--- src/rtl/membus_pkg.sv ---
// Shared types and widths for the PDP-6 memory bus arbiter.
package membus_pkg;

    localparam int MA_W  = 15;
    localparam int MB_W  = 36;
    localparam int SEL_W = 4;
    localparam int IDX_W = 2;   // port index width, enough for up to 4 masters

    typedef enum logic [1:0] {
        ST_IDLE,
        ST_CONNECT,
        ST_NXM,
        ST_RELEASE
    } state_e;

    // Everything the arbiter forwards from the owning master to the slave.
    typedef struct packed {
        logic             rq_cyc;
        logic             rd_rq;
        logic             wr_rq;
        logic             wr_rs;
        logic [MA_W-1:0]  ma;
        logic [SEL_W-1:0] sel;
        logic             fmc_select;
        logic [MB_W-1:0]  mb_write;
    } slv_req_t;

    // One-hot (up to 4 ports) to binary port index.
    function automatic logic [IDX_W-1:0] oh_to_idx(input logic [3:0] oh);
        logic [IDX_W-1:0] idx;
        idx = '0;
        for (int i = 0; i < 4; i++) begin
            if (oh[i]) idx = IDX_W'(i);
        end
        return idx;
    endfunction

endpackage

--- src/rtl/membus_arbiter_if.sv ---
// Bus bundle between the requesting masters, the arbiter and the memory slave.
// The arbiter uses the slave modport; the environment (masters plus memory)
// uses the master modport.
interface membus_arbiter_if
    import membus_pkg::*;
#(
    parameter int NPORT = 3
);
    // master side
    logic [NPORT-1:0]             m_rq_cyc;
    logic [NPORT-1:0]             m_rd_rq;
    logic [NPORT-1:0]             m_wr_rq;
    logic [NPORT-1:0]             m_wr_rs;
    logic [NPORT-1:0][MA_W-1:0]   m_ma;
    logic [NPORT-1:0][SEL_W-1:0]  m_sel;
    logic [NPORT-1:0]             m_fmc_select;
    logic [NPORT-1:0][MB_W-1:0]   m_mb_write;
    logic [NPORT-1:0]             m_addr_ack;
    logic [NPORT-1:0]             m_rd_rs;
    logic [MB_W-1:0]              m_mb_read;
    logic [NPORT-1:0]             m_nxm;
    logic [NPORT-1:0]             grant;

    // memory slave side
    logic                         s_rq_cyc;
    logic                         s_rd_rq;
    logic                         s_wr_rq;
    logic                         s_wr_rs;
    logic [MA_W-1:0]              s_ma;
    logic [SEL_W-1:0]             s_sel;
    logic                         s_fmc_select;
    logic [MB_W-1:0]              s_mb_write;
    logic                         s_addr_ack;
    logic                         s_rd_rs;
    logic [MB_W-1:0]              s_mb_read;

    modport slave (
        input  m_rq_cyc, m_rd_rq, m_wr_rq, m_wr_rs, m_ma, m_sel, m_fmc_select, m_mb_write,
        input  s_addr_ack, s_rd_rs, s_mb_read,
        output m_addr_ack, m_rd_rs, m_mb_read, m_nxm, grant,
        output s_rq_cyc, s_rd_rq, s_wr_rq, s_wr_rs, s_ma, s_sel, s_fmc_select, s_mb_write
    );

    modport master (
        output m_rq_cyc, m_rd_rq, m_wr_rq, m_wr_rs, m_ma, m_sel, m_fmc_select, m_mb_write,
        output s_addr_ack, s_rd_rs, s_mb_read,
        input  m_addr_ack, m_rd_rs, m_mb_read, m_nxm, grant,
        input  s_rq_cyc, s_rd_rq, s_wr_rq, s_wr_rs, s_ma, s_sel, s_fmc_select, s_mb_write
    );

endinterface

--- src/rtl/membus_arbiter_rr_pick.sv ---
// Round-robin priority encoder: the first requester after `last` wins.
module rr_pick
    import membus_pkg::*;
#(
    parameter int NPORT = 3
) (
    input  logic [NPORT-1:0] req,
    input  logic [IDX_W-1:0] last,
    output logic [NPORT-1:0] win
);

    // Scan from the farthest port to the nearest so the port just after
    // `last` overrides everything else; indices stay constant after unrolling.
    always_comb begin
        win = '0;
        for (int k = NPORT; k >= 1; k--) begin
            for (int i = 0; i < NPORT; i++) begin
                if (i == (int'(last) + k) % NPORT && req[i]) begin
                    win    = '0;
                    win[i] = 1'b1;
                end
            end
        end
    end

endmodule

--- src/rtl/membus_arbiter.sv ---
// Shares one memory slave among NPORT masters. Grants round-robin, holds the
// grant for a whole memory cycle (including read-modify-write), registers the
// bus one stage in each direction and aborts cycles to nonexistent memory.
module membus_arbiter
    import membus_pkg::*;
#(
    parameter int NPORT   = 3,
    parameter int TIMEOUT = 1000
) (
    input  logic            clk,
    input  logic            reset_n,
    membus_arbiter_if.slave bus
);

    localparam int CNT_W = $clog2(TIMEOUT + 1);

    state_e            state;
    logic [NPORT-1:0]  grant_q;
    logic [NPORT-1:0]  win;
    logic [NPORT-1:0]  addr_ack_q;
    logic [NPORT-1:0]  rd_rs_q;
    logic [NPORT-1:0]  nxm_q;
    logic [MB_W-1:0]   mb_read_q;
    logic [IDX_W-1:0]  last;
    logic [CNT_W-1:0]  cnt;
    logic              acked;
    slv_req_t          fwd;
    slv_req_t          s_req_q;
    logic              owner_rq;
    logic              timed_out;

    rr_pick #(.NPORT(NPORT)) u_pick (
        .req  (bus.m_rq_cyc),
        .last (last),
        .win  (win)
    );

    // Select the owning master's request lines; zero when nobody owns the bus.
    always_comb begin
        fwd = '0;
        for (int i = 0; i < NPORT; i++) begin
            if (grant_q[i]) begin
                fwd.rq_cyc     = bus.m_rq_cyc[i];
                fwd.rd_rq      = bus.m_rd_rq[i];
                fwd.wr_rq      = bus.m_wr_rq[i];
                fwd.wr_rs      = bus.m_wr_rs[i];
                fwd.ma         = bus.m_ma[i];
                fwd.sel        = bus.m_sel[i];
                fwd.fmc_select = bus.m_fmc_select[i];
                fwd.mb_write   = bus.m_mb_write[i];
            end
        end
    end

    assign owner_rq  = |(bus.m_rq_cyc & grant_q);
    assign timed_out = (cnt == CNT_W'(TIMEOUT));

    // Arbitration FSM with both register stages and the NXM timeout counter.
    // Register stages default to 0 each cycle; only CONNECT passes data.
    always_ff @(posedge clk or negedge reset_n) begin
        if (!reset_n) begin
            state      <= ST_IDLE;
            grant_q    <= '0;
            last       <= IDX_W'(NPORT - 1);
            cnt        <= '0;
            acked      <= 1'b0;
            s_req_q    <= '0;
            addr_ack_q <= '0;
            rd_rs_q    <= '0;
            mb_read_q  <= '0;
            nxm_q      <= '0;
        end else begin
            s_req_q    <= '0;
            addr_ack_q <= '0;
            rd_rs_q    <= '0;
            mb_read_q  <= '0;
            nxm_q      <= '0;
            case (state)
                ST_IDLE: begin
                    cnt   <= '0;
                    acked <= 1'b0;
                    if (|bus.m_rq_cyc) begin
                        grant_q <= win;
                        state   <= ST_CONNECT;
                    end
                end
                ST_CONNECT: begin
                    addr_ack_q <= grant_q & {NPORT{bus.s_addr_ack}};
                    rd_rs_q    <= grant_q & {NPORT{bus.s_rd_rs}};
                    mb_read_q  <= bus.s_rd_rs ? bus.s_mb_read : '0;
                    // Counter freezes for good once the slave has acknowledged.
                    if (bus.s_addr_ack)
                        acked <= 1'b1;
                    else if (s_req_q.rq_cyc && !acked && !timed_out)
                        cnt <= cnt + CNT_W'(1);
                    if (!owner_rq && !bus.s_addr_ack) begin
                        state <= ST_RELEASE;
                    end else if (timed_out) begin
                        state      <= ST_NXM;
                        nxm_q      <= grant_q;
                        addr_ack_q <= '0;
                        rd_rs_q    <= '0;
                        mb_read_q  <= '0;
                    end else begin
                        s_req_q <= fwd;
                    end
                end
                ST_NXM: begin
                    if (!owner_rq) state <= ST_RELEASE;
                end
                ST_RELEASE: begin
                    last    <= oh_to_idx(4'(grant_q));
                    grant_q <= '0;
                    cnt     <= '0;
                    acked   <= 1'b0;
                    state   <= ST_IDLE;
                end
                default: state <= ST_IDLE;
            endcase
        end
    end

    assign bus.grant        = grant_q;
    assign bus.m_addr_ack   = addr_ack_q;
    assign bus.m_rd_rs      = rd_rs_q;
    assign bus.m_mb_read    = mb_read_q;
    assign bus.m_nxm        = nxm_q;
    assign bus.s_rq_cyc     = s_req_q.rq_cyc;
    assign bus.s_rd_rq      = s_req_q.rd_rq;
    assign bus.s_wr_rq      = s_req_q.wr_rq;
    assign bus.s_wr_rs      = s_req_q.wr_rs;
    assign bus.s_ma         = s_req_q.ma;
    assign bus.s_sel        = s_req_q.sel;
    assign bus.s_fmc_select = s_req_q.fmc_select;
    assign bus.s_mb_write   = s_req_q.mb_write;

endmodule
--- src/flat_wrapper.sv ---
// flat-port wrapper written by rule: the top's interface ports become plain ports
module membus_arbiter_flat import membus_pkg::*;
#(
    parameter int NPORT   = 3,
    parameter int TIMEOUT = 1000
)
  (clk, reset_n, bus_m_rq_cyc, bus_m_rd_rq, bus_m_wr_rq, bus_m_wr_rs, bus_m_ma, bus_m_sel, bus_m_fmc_select, bus_m_mb_write, bus_s_addr_ack, bus_s_rd_rs, bus_s_mb_read, bus_m_addr_ack, bus_m_rd_rs, bus_m_mb_read, bus_m_nxm, bus_grant, bus_s_rq_cyc, bus_s_rd_rq, bus_s_wr_rq, bus_s_wr_rs, bus_s_ma, bus_s_sel, bus_s_fmc_select, bus_s_mb_write);
  membus_arbiter_if #(.NPORT(NPORT)) bus_i ();
  input  logic clk;
  input  logic reset_n;
  input wire logic [$bits(bus_i.m_rq_cyc)-1:0] bus_m_rq_cyc;
  input wire logic [$bits(bus_i.m_rd_rq)-1:0] bus_m_rd_rq;
  input wire logic [$bits(bus_i.m_wr_rq)-1:0] bus_m_wr_rq;
  input wire logic [$bits(bus_i.m_wr_rs)-1:0] bus_m_wr_rs;
  input wire logic [$bits(bus_i.m_ma)-1:0] bus_m_ma;
  input wire logic [$bits(bus_i.m_sel)-1:0] bus_m_sel;
  input wire logic [$bits(bus_i.m_fmc_select)-1:0] bus_m_fmc_select;
  input wire logic [$bits(bus_i.m_mb_write)-1:0] bus_m_mb_write;
  input wire logic [$bits(bus_i.s_addr_ack)-1:0] bus_s_addr_ack;
  input wire logic [$bits(bus_i.s_rd_rs)-1:0] bus_s_rd_rs;
  input wire logic [$bits(bus_i.s_mb_read)-1:0] bus_s_mb_read;
  output wire logic [$bits(bus_i.m_addr_ack)-1:0] bus_m_addr_ack;
  output wire logic [$bits(bus_i.m_rd_rs)-1:0] bus_m_rd_rs;
  output wire logic [$bits(bus_i.m_mb_read)-1:0] bus_m_mb_read;
  output wire logic [$bits(bus_i.m_nxm)-1:0] bus_m_nxm;
  output wire logic [$bits(bus_i.grant)-1:0] bus_grant;
  output wire logic [$bits(bus_i.s_rq_cyc)-1:0] bus_s_rq_cyc;
  output wire logic [$bits(bus_i.s_rd_rq)-1:0] bus_s_rd_rq;
  output wire logic [$bits(bus_i.s_wr_rq)-1:0] bus_s_wr_rq;
  output wire logic [$bits(bus_i.s_wr_rs)-1:0] bus_s_wr_rs;
  output wire logic [$bits(bus_i.s_ma)-1:0] bus_s_ma;
  output wire logic [$bits(bus_i.s_sel)-1:0] bus_s_sel;
  output wire logic [$bits(bus_i.s_fmc_select)-1:0] bus_s_fmc_select;
  output wire logic [$bits(bus_i.s_mb_write)-1:0] bus_s_mb_write;
  assign bus_i.m_rq_cyc = bus_m_rq_cyc;
  assign bus_i.m_rd_rq = bus_m_rd_rq;
  assign bus_i.m_wr_rq = bus_m_wr_rq;
  assign bus_i.m_wr_rs = bus_m_wr_rs;
  assign bus_i.m_ma = bus_m_ma;
  assign bus_i.m_sel = bus_m_sel;
  assign bus_i.m_fmc_select = bus_m_fmc_select;
  assign bus_i.m_mb_write = bus_m_mb_write;
  assign bus_i.s_addr_ack = bus_s_addr_ack;
  assign bus_i.s_rd_rs = bus_s_rd_rs;
  assign bus_i.s_mb_read = bus_s_mb_read;
  assign bus_m_addr_ack = bus_i.m_addr_ack;
  assign bus_m_rd_rs = bus_i.m_rd_rs;
  assign bus_m_mb_read = bus_i.m_mb_read;
  assign bus_m_nxm = bus_i.m_nxm;
  assign bus_grant = bus_i.grant;
  assign bus_s_rq_cyc = bus_i.s_rq_cyc;
  assign bus_s_rd_rq = bus_i.s_rd_rq;
  assign bus_s_wr_rq = bus_i.s_wr_rq;
  assign bus_s_wr_rs = bus_i.s_wr_rs;
  assign bus_s_ma = bus_i.s_ma;
  assign bus_s_sel = bus_i.s_sel;
  assign bus_s_fmc_select = bus_i.s_fmc_select;
  assign bus_s_mb_write = bus_i.s_mb_write;
  membus_arbiter #(.NPORT(NPORT), .TIMEOUT(TIMEOUT)) u_core (.clk(clk), .reset_n(reset_n), .bus(bus_i));
endmodule
--- config.mk ---
export PLATFORM = sky130hd
export DESIGN_NAME = membus_arbiter_flat
export DESIGN_NICKNAME = d
export VERILOG_FILES = /design/src/rtl/membus_pkg.sv /design/src/rtl/membus_arbiter_if.sv /design/src/rtl/membus_arbiter_rr_pick.sv /design/src/rtl/membus_arbiter.sv /design/src/flat_wrapper.sv
export SDC_FILE = /design/constraint.sdc
export NUM_CORES = 1
export LEC_CHECK = 0
export CAP_MARGIN = 10
export CORE_AREA = 2 2 126 128
export CTS_BUF_LIST = sky130_fd_sc_hd__clkbuf_4
export DETAILED_ROUTE_END_ITERATION = 10
export DIE_AREA = 0 0 128 130
export HOLD_SLACK_MARGIN = 0.05
export PLACE_DENSITY = 0.87
export SETUP_SLACK_MARGIN = 0.1
export SYNTH_ARGS = -nofsm -noshare
export SYNTH_HDL_FRONTEND = slang
export SYNTH_HIERARCHICAL = 1
export SYNTH_SLANG_ARGS = --single-unit
--- constraint.sdc ---
create_clock -name clk -period 2.4 [get_ports clk]
set_input_delay 0.6 -clock clk [delete_from_list [all_inputs] [get_ports clk]]
set_output_delay 0.6 -clock clk [all_outputs]
set_load 0.01 [all_outputs]
==> results_dict.tcl, run 1 <==
set metrics [dict create \
    clkPwrFrac_pct 17.7 \
    rsz0062_at_grt "no" \
    synth_seq_cells 123 \
    crit_path_cell_trace "clkdlybuf4s50_1" \
    irDropWorstVdd_uv 431 \
    die_area_um2 16600 \
    hold_ws_ns 0.540 \
    p_sw_uw 2900 \
    fillers 1294 \
    final_nets 1060 \
    critical-path-max-stage-delay_ns 0.62 \
    grt-ovfl-total 0 \
    cp-start-kind "flip-flop" \
    hold_path_class "reg -> reg" \
    grtUsageTotal_pct 23.2 \
    drv_cap 0 \
    clock_skew_ns 0.0191 \
    clock_path_buffers 2 \
    yosysUniqueCellTypes 49 \
    syn_nets 733 \
    vias_per_cell 5.33 \
    p_leak_uw 0.00383 \
    final.period_utilization_pct 88.8 \
    final.setup.tns_ns 0 \
    die_w_um 128 \
    drive_above_1_share_pct 7.47 \
    area_delta_synth_final_pct 71.7 \
    synth_top_area_share_pct 56.8 \
    setup_viol 0 \
    avgRoutedWirePerCell_um 19.6 \
    max_freq_mhz 469 \
    cp_max_fo 1 \
    power_frac_seq_pct 35.0 \
    arrival_ns 1.53 \
    first_pass_iters 5 \
    core_area_um2 15400 \
    netlist_area_um2 5370 \
    grt_antenna_before_repair 2 \
    synth.yosys.seq_area_share_pct 57.3 \
    cpMaxStageDelayCell "clkdlybuf4s50_1" \
    clk_latency_ns 0.54 \
    grt_pass1_wl_mm 29.0 \
    syn_avg_cell_area_um2 10.7 \
    grt_pass1_vias 5199 \
    hold_viol 0 \
    criticalPathCategory "reg -> out" \
    tightest_slew_ns 0.584 \
    switching_share_pct 37.9 \
    gp_congestion 0.863 \
    ys_async_sr_fraction_pct 100 \
    synth.area.top_cells "dfrtp_1, a221oi_1, nor3_1" \
    min_path_cells 2 \
    hpwl_mm 15.0 \
    synth.yosys.warnings 6 \
    synth_ff_type "dfrtp_1" \
    multiInputGateArea_um2 2070 \
    grt_start_max_net_pins 63 \
    synth_top_area_cell "dfrtp_1" \
    chipHeight_um 130 \
    cts_tree "yes" \
    slew_headroom_pct 61.0 \
    ios 328 \
    cts_made_buffers 17 \
    drt_drc_violations_left 0 \
    cp.required_ns 1.80 \
    cp_top_family "buffers and inverters" \
    totalWireLength_mm 20.3 \
    start_util_pct 34.8 \
    min_period_ns 2.13 \
    finalPower_uw 7640 \
    rr_worst_depth 6 \
    cts_root_buffer "clkbuf_4" \
    clkTransAtPathRegs_ns 0.12 \
    path_depth 1 \
    vias 5522 \
    drtIter0Drc 278 \
    rows 46 \
    comb_power_share_pct 47.3 \
    ant_nets 0 \
    netlist_instances 503 \
    synth_edf_count 0 \
    internal_power_uw 4740 \
    h-tree-depth 4 \
    numPortBuffers 327 \
    slew_violations 0 \
    powerDensity_nw_per_um2 828 \
    cp_num_buf_inv 1 \
    critPathCaptureType "primary output" \
    regArea_um2 3080 \
    status "complete, no violations" \
    cts_sinks 123 \
]
Yosys cell counts, types with 7 or more instances:
master,n
dfrtp_1,122
nor2_1,66
nor3_1,66
a221oi_1,60
and2_1,40
clkbuf_1,27
inv_1,16
nand2_1,12
ha_1,10
o21ai_0,9
a32o_1,7
buf_2,7
sequential cells by signal (all words and copies together) (netlist names):
name / flops
u_core/bus.s_rq_cyc: 1
u_core/bus.s_ma: 15
u_core/bus.s_mb_write: 36
u_core/bus.m_rd_rs: 3
u_core/bus.s_wr_rq: 1
u_core/bus.s_wr_rs: 1
u_core/bus.m_mb_read: 36
u_core/state: 2
u_core/bus.s_rd_rq: 1
u_core/last: 2
u_core/bus.s_sel: 4
u_core/bus.m_addr_ack: 3
u_core/cnt: 10
u_core/acked: 1
u_core/bus.s_fmc_select: 1
u_core/bus.m_nxm: 3
u_core/bus.grant: 3
through the flow:
stage / cells / utilization [%] / cell area, um^2 / setup slack (ns)
after floorplan: 503 / - / 5370 / 0.620
after global placement: 999 / 57.9 / 8940 / 0.102
after detailed placement: 999 / 57.9 / 8940 / 0.0348
after CTS: 1033 / 59.7 / 9210 / 0.133
after global routing: 1036 / 59.8 / 9230 / 0.146
final: 1036 / 59.8 / 9230 / 0.269
repair_timing:
action / in CTS / in global routing
endpoints found under the hold margin: 72 / 0
setup buffers: 1 / 2
endpoints found under the setup margin: 1 / 2
hold buffers: 1 / 0
gates resized for setup: 0 / 1
power groups by stage:
stage	sequential, uW	combinational, uW	clock [uW]
floorplan	2860	1630	0
CTS	2680	3590	1390
detailed placement	2750	3540	0
global placement	2720	3470	0
global route	2710	3890	1500
finish	2670	3620	1350
path summary, 6_finish.rpt:
check	start	to	slack [ns]
worst max-delay path	u_core/bus.s_mb_write[5]	bus_s_mb_write[5]	0.27
worst min-delay path	u_core/acked	u_core/acked	0.54
worst max register to register	u_core/state[1]	u_core/bus.s_rq_cyc	0.38
worst min register to register	u_core/acked	u_core/acked	0.54
max in group asynchronous	reset_n	u_core/last[1]	1.46
min in group asynchronous	reset_n	u_core/bus.m_mb_read[3]	0.59
layout make-up:
cell class / instances / area share (%)
inverters: 18 / 0.732
flip-flops and latches: 123 / 33.4
diodes: 1 / 0.0271
clock inverters: 15 / 1.36
clock buffers: 17 / 1.38
well taps: 192 / 2.60
repair buffers: 347 / 38.1
multi-input cells: 323 / 22.4
cells in the final DEF (no fill, tap or decap), types with 9 or more instances in the layout:
| master | count |
|---|---|
| clkdlybuf4s50_1 | 326 |
| dfrtp_1 | 119 |
| nor3_1 | 66 |
| nor2_1 | 65 |
| a221oi_1 | 60 |
| and2_1 | 40 |
| clkbuf_4 | 17 |
| inv_1 | 16 |
| buf_4 | 13 |
| nand2_1 | 11 |
| ha_1 | 10 |
| o21ai_0 | 9 |
cell families after synthesis:
family,share of synthesized area (%)
AO/OA/AOI/OAI,16.4
adder cells (fa/ha/maj),2.33
buffers and inverters,4.40
flip-flops,57.3
multiplexers,0.768
AND/OR/NAND/NOR,18.8
layer usage:
metal	GRT usage (%)	up-vias	wire length [um]
met5	0	-	13
met4	7.43	2	400
met3	7.13	34	1630
met2	39.7	277	10400
met1	28.2	2714	7810
li1	-	2495	-
No activity file was read; power rests on OpenSTA's default activity.
==> run 2: changes to the inputs <==
- PLACE_DENSITY: 0.87 -> 0.79
==> run 2 against run 1 <==
  * Total power increased by 3.2%
  * Global-route usage down 0.27 points
  * Routed wire length fell by 0.75%
  * Register-to-register slack got worse by 0.03 ns
  * Clock power is 20% higher
  * Largest cell class unchanged
  * Utilization increased by 0.45 points
  * Final area grew 0.75%
==> results_dict.tcl, run 2 (same netlist as run 1, synthesis figures left out) <==
set metrics [dict create \
    status "complete, no violations" \
    numPortBuffers 327 \
    clk_latency_ns 0.53 \
    crit_path_cell_trace "clkdlybuf4s50_1" \
    hpwl_mm 14.8 \
    arrival_ns 1.53 \
    die_area_um2 16600 \
    ios 328 \
    ant_nets 0 \
    final_nets 1063 \
    critical-path-max-stage-delay_ns 0.58 \
    core_area_um2 15400 \
    fillers 1305 \
    cts_sinks 123 \
    hold_viol 0 \
    comb_power_share_pct 45.6 \
    powerDensity_nw_per_um2 848 \
    slew_headroom_pct 54.1 \
    setup_viol 0 \
    cpMaxStageDelayCell "clkdlybuf4s50_1" \
    clkTransAtPathRegs_ns 0.11 \
    chipHeight_um 130 \
    hold_path_class "in -> async" \
    clock_path_buffers 2 \
    first_pass_iters 7 \
    critPathCaptureType "primary output" \
    cts_tree "yes" \
    final_core_util_pct 60.3 \
    p_leak_uw 0.00386 \
    grt_start_max_net_pins 61 \
    start_util_pct 34.8 \
    final_cell_mix "clkdlybuf4s50_1, dfrtp_1, nor3_1" \
    rows 46 \
    internal_power_uw 5060 \
    criticalPathCategory "reg -> out" \
    area_delta_synth_final_pct 72.9 \
    max_freq_mhz 469 \
    irDropWorstVdd_uv 400 \
    final_common_cell "clkdlybuf4s50_1" \
    cp_max_fo 1 \
    grt_antenna_before_repair 1 \
    cp-start-kind "flip-flop" \
    drt_drc_violations_left 0 \
    totalWireLength_mm 20.1 \
    vias 5337 \
    gp_congestion 0.831 \
    rsz0062_at_grt "no" \
    grt_pass1_vias 5010 \
    cts_made_buffers 17 \
    clock_skew_ns 0.0184 \
    drtIter0Drc 395 \
    clkPwrFrac_pct 20.5 \
    min_period_ns 2.13 \
    drv_cap 0 \
    grt_pass1_wl_mm 28.8 \
    switching_share_pct 35.9 \
    tightest_slew_ns 0.688 \
    final.period_utilization_pct 88.8 \
    die_w_um 128 \
    cp_num_buf_inv 1 \
    h-tree-depth 4 \
    vias_per_cell 5.14 \
    grtUsageTotal_pct 22.9 \
    drive_above_1_share_pct 7.81 \
    cts_root_buffer "clkbuf_4" \
    avgRoutedWirePerCell_um 19.4 \
    power_frac_seq_pct 33.9 \
    grt-ovfl-total 0 \
    slew_violations 0 \
    p_sw_uw 2830 \
    cp.required_ns 1.80 \
    cp_top_family "buffers and inverters" \
    final.setup.tns_ns 0 \
]
-- run 2: changes by cell type in the layout (fill, tap and decap cells not counted), sizes merged --
cell | previous run | this run
buf | 20 | 23
bufinv | 1 | 4
inv | 20 | 17
clkinv | 8 | 6
clkbuf | 17 | 18
-- run 2: per-layer routing --
layer	routed length [um]	track usage, %	vias to the layer above
met5	0	0	-
met2	10200	38.7	228
met1	8070	28.4	2583
met3	1600	7.30	18
li1	-	-	2508
met4	250	6.92	0
-- run 2: path summary, 6_finish.rpt --
check / cells past startpoint / from / slack [ns] / endpoint
hold / removal: 2 / reset_n / 0.53 / u_core/bus.m_mb_read[31]
hold reg to reg: 1 / u_core/cnt[9] / 0.55 / u_core/cnt[9]
min in group clk: 1 / u_core/cnt[9] / 0.55 / u_core/cnt[9]
setup / recovery: 1 / u_core/bus.s_mb_write[7] / 0.27 / bus_s_mb_write[7]
max in group asynchronous: 3 / reset_n / 1.17 / u_core/last[1]
setup reg to reg: 6 / u_core/state[1] / 0.35 / u_core/bus.s_mb_write[31]
-- run 2: layout make-up --
cell class                 instances  area [um^2]  area share (%)
inverter                          18         67.6           0.727
timing repair buffer             350         3520            37.9
clock inverter                    13          176            1.90
multi-input combinational        323         2070            22.3
sequential                       123         3080            33.2
clock buffer                      18          135            1.45
antenna                            1         2.50          0.0269
tap                              192          240            2.58
-- run 2: timing repair --
action / CTS / global route
hold buffers: 1 / 0
endpoints found under the hold margin: 24 / 0
setup endpoints to repair: 1 / 2
resized for setup: 0 / 1
buffers inserted: 1 / 1
-- run 2: power groups by stage --
| stage | Sequential (uW) | Clock [uW] | Combinational, uW |
|---|---|---|---|
| 4_1_cts | 2680 | 1670 | 3590 |
| 6_report | 2670 | 1620 | 3600 |
| 3_5_place_dp | 2730 | 0 | 3550 |
| 3_3_place_gp | 2730 | 0 | 3490 |
| 2_1_floorplan | 2860 | 0 | 1630 |
| 5_1_grt | 2710 | 1770 | 3870 |
-- run 2: through the flow --
stage	power, uW	setup WS (ns)	area [um^2]	std cells	hold WS [ns]
after global placement	6210	0.110	8950	1003	0.492
final	7880	0.268	9290	1038	0.529
after CTS	7940	0.123	9280	1036	0.480
after floorplan	4490	0.620	5370	503	0.304
after detailed placement	6280	0.0287	8950	1003	0.516
after global routing	8350	0.174	9290	1038	0.508
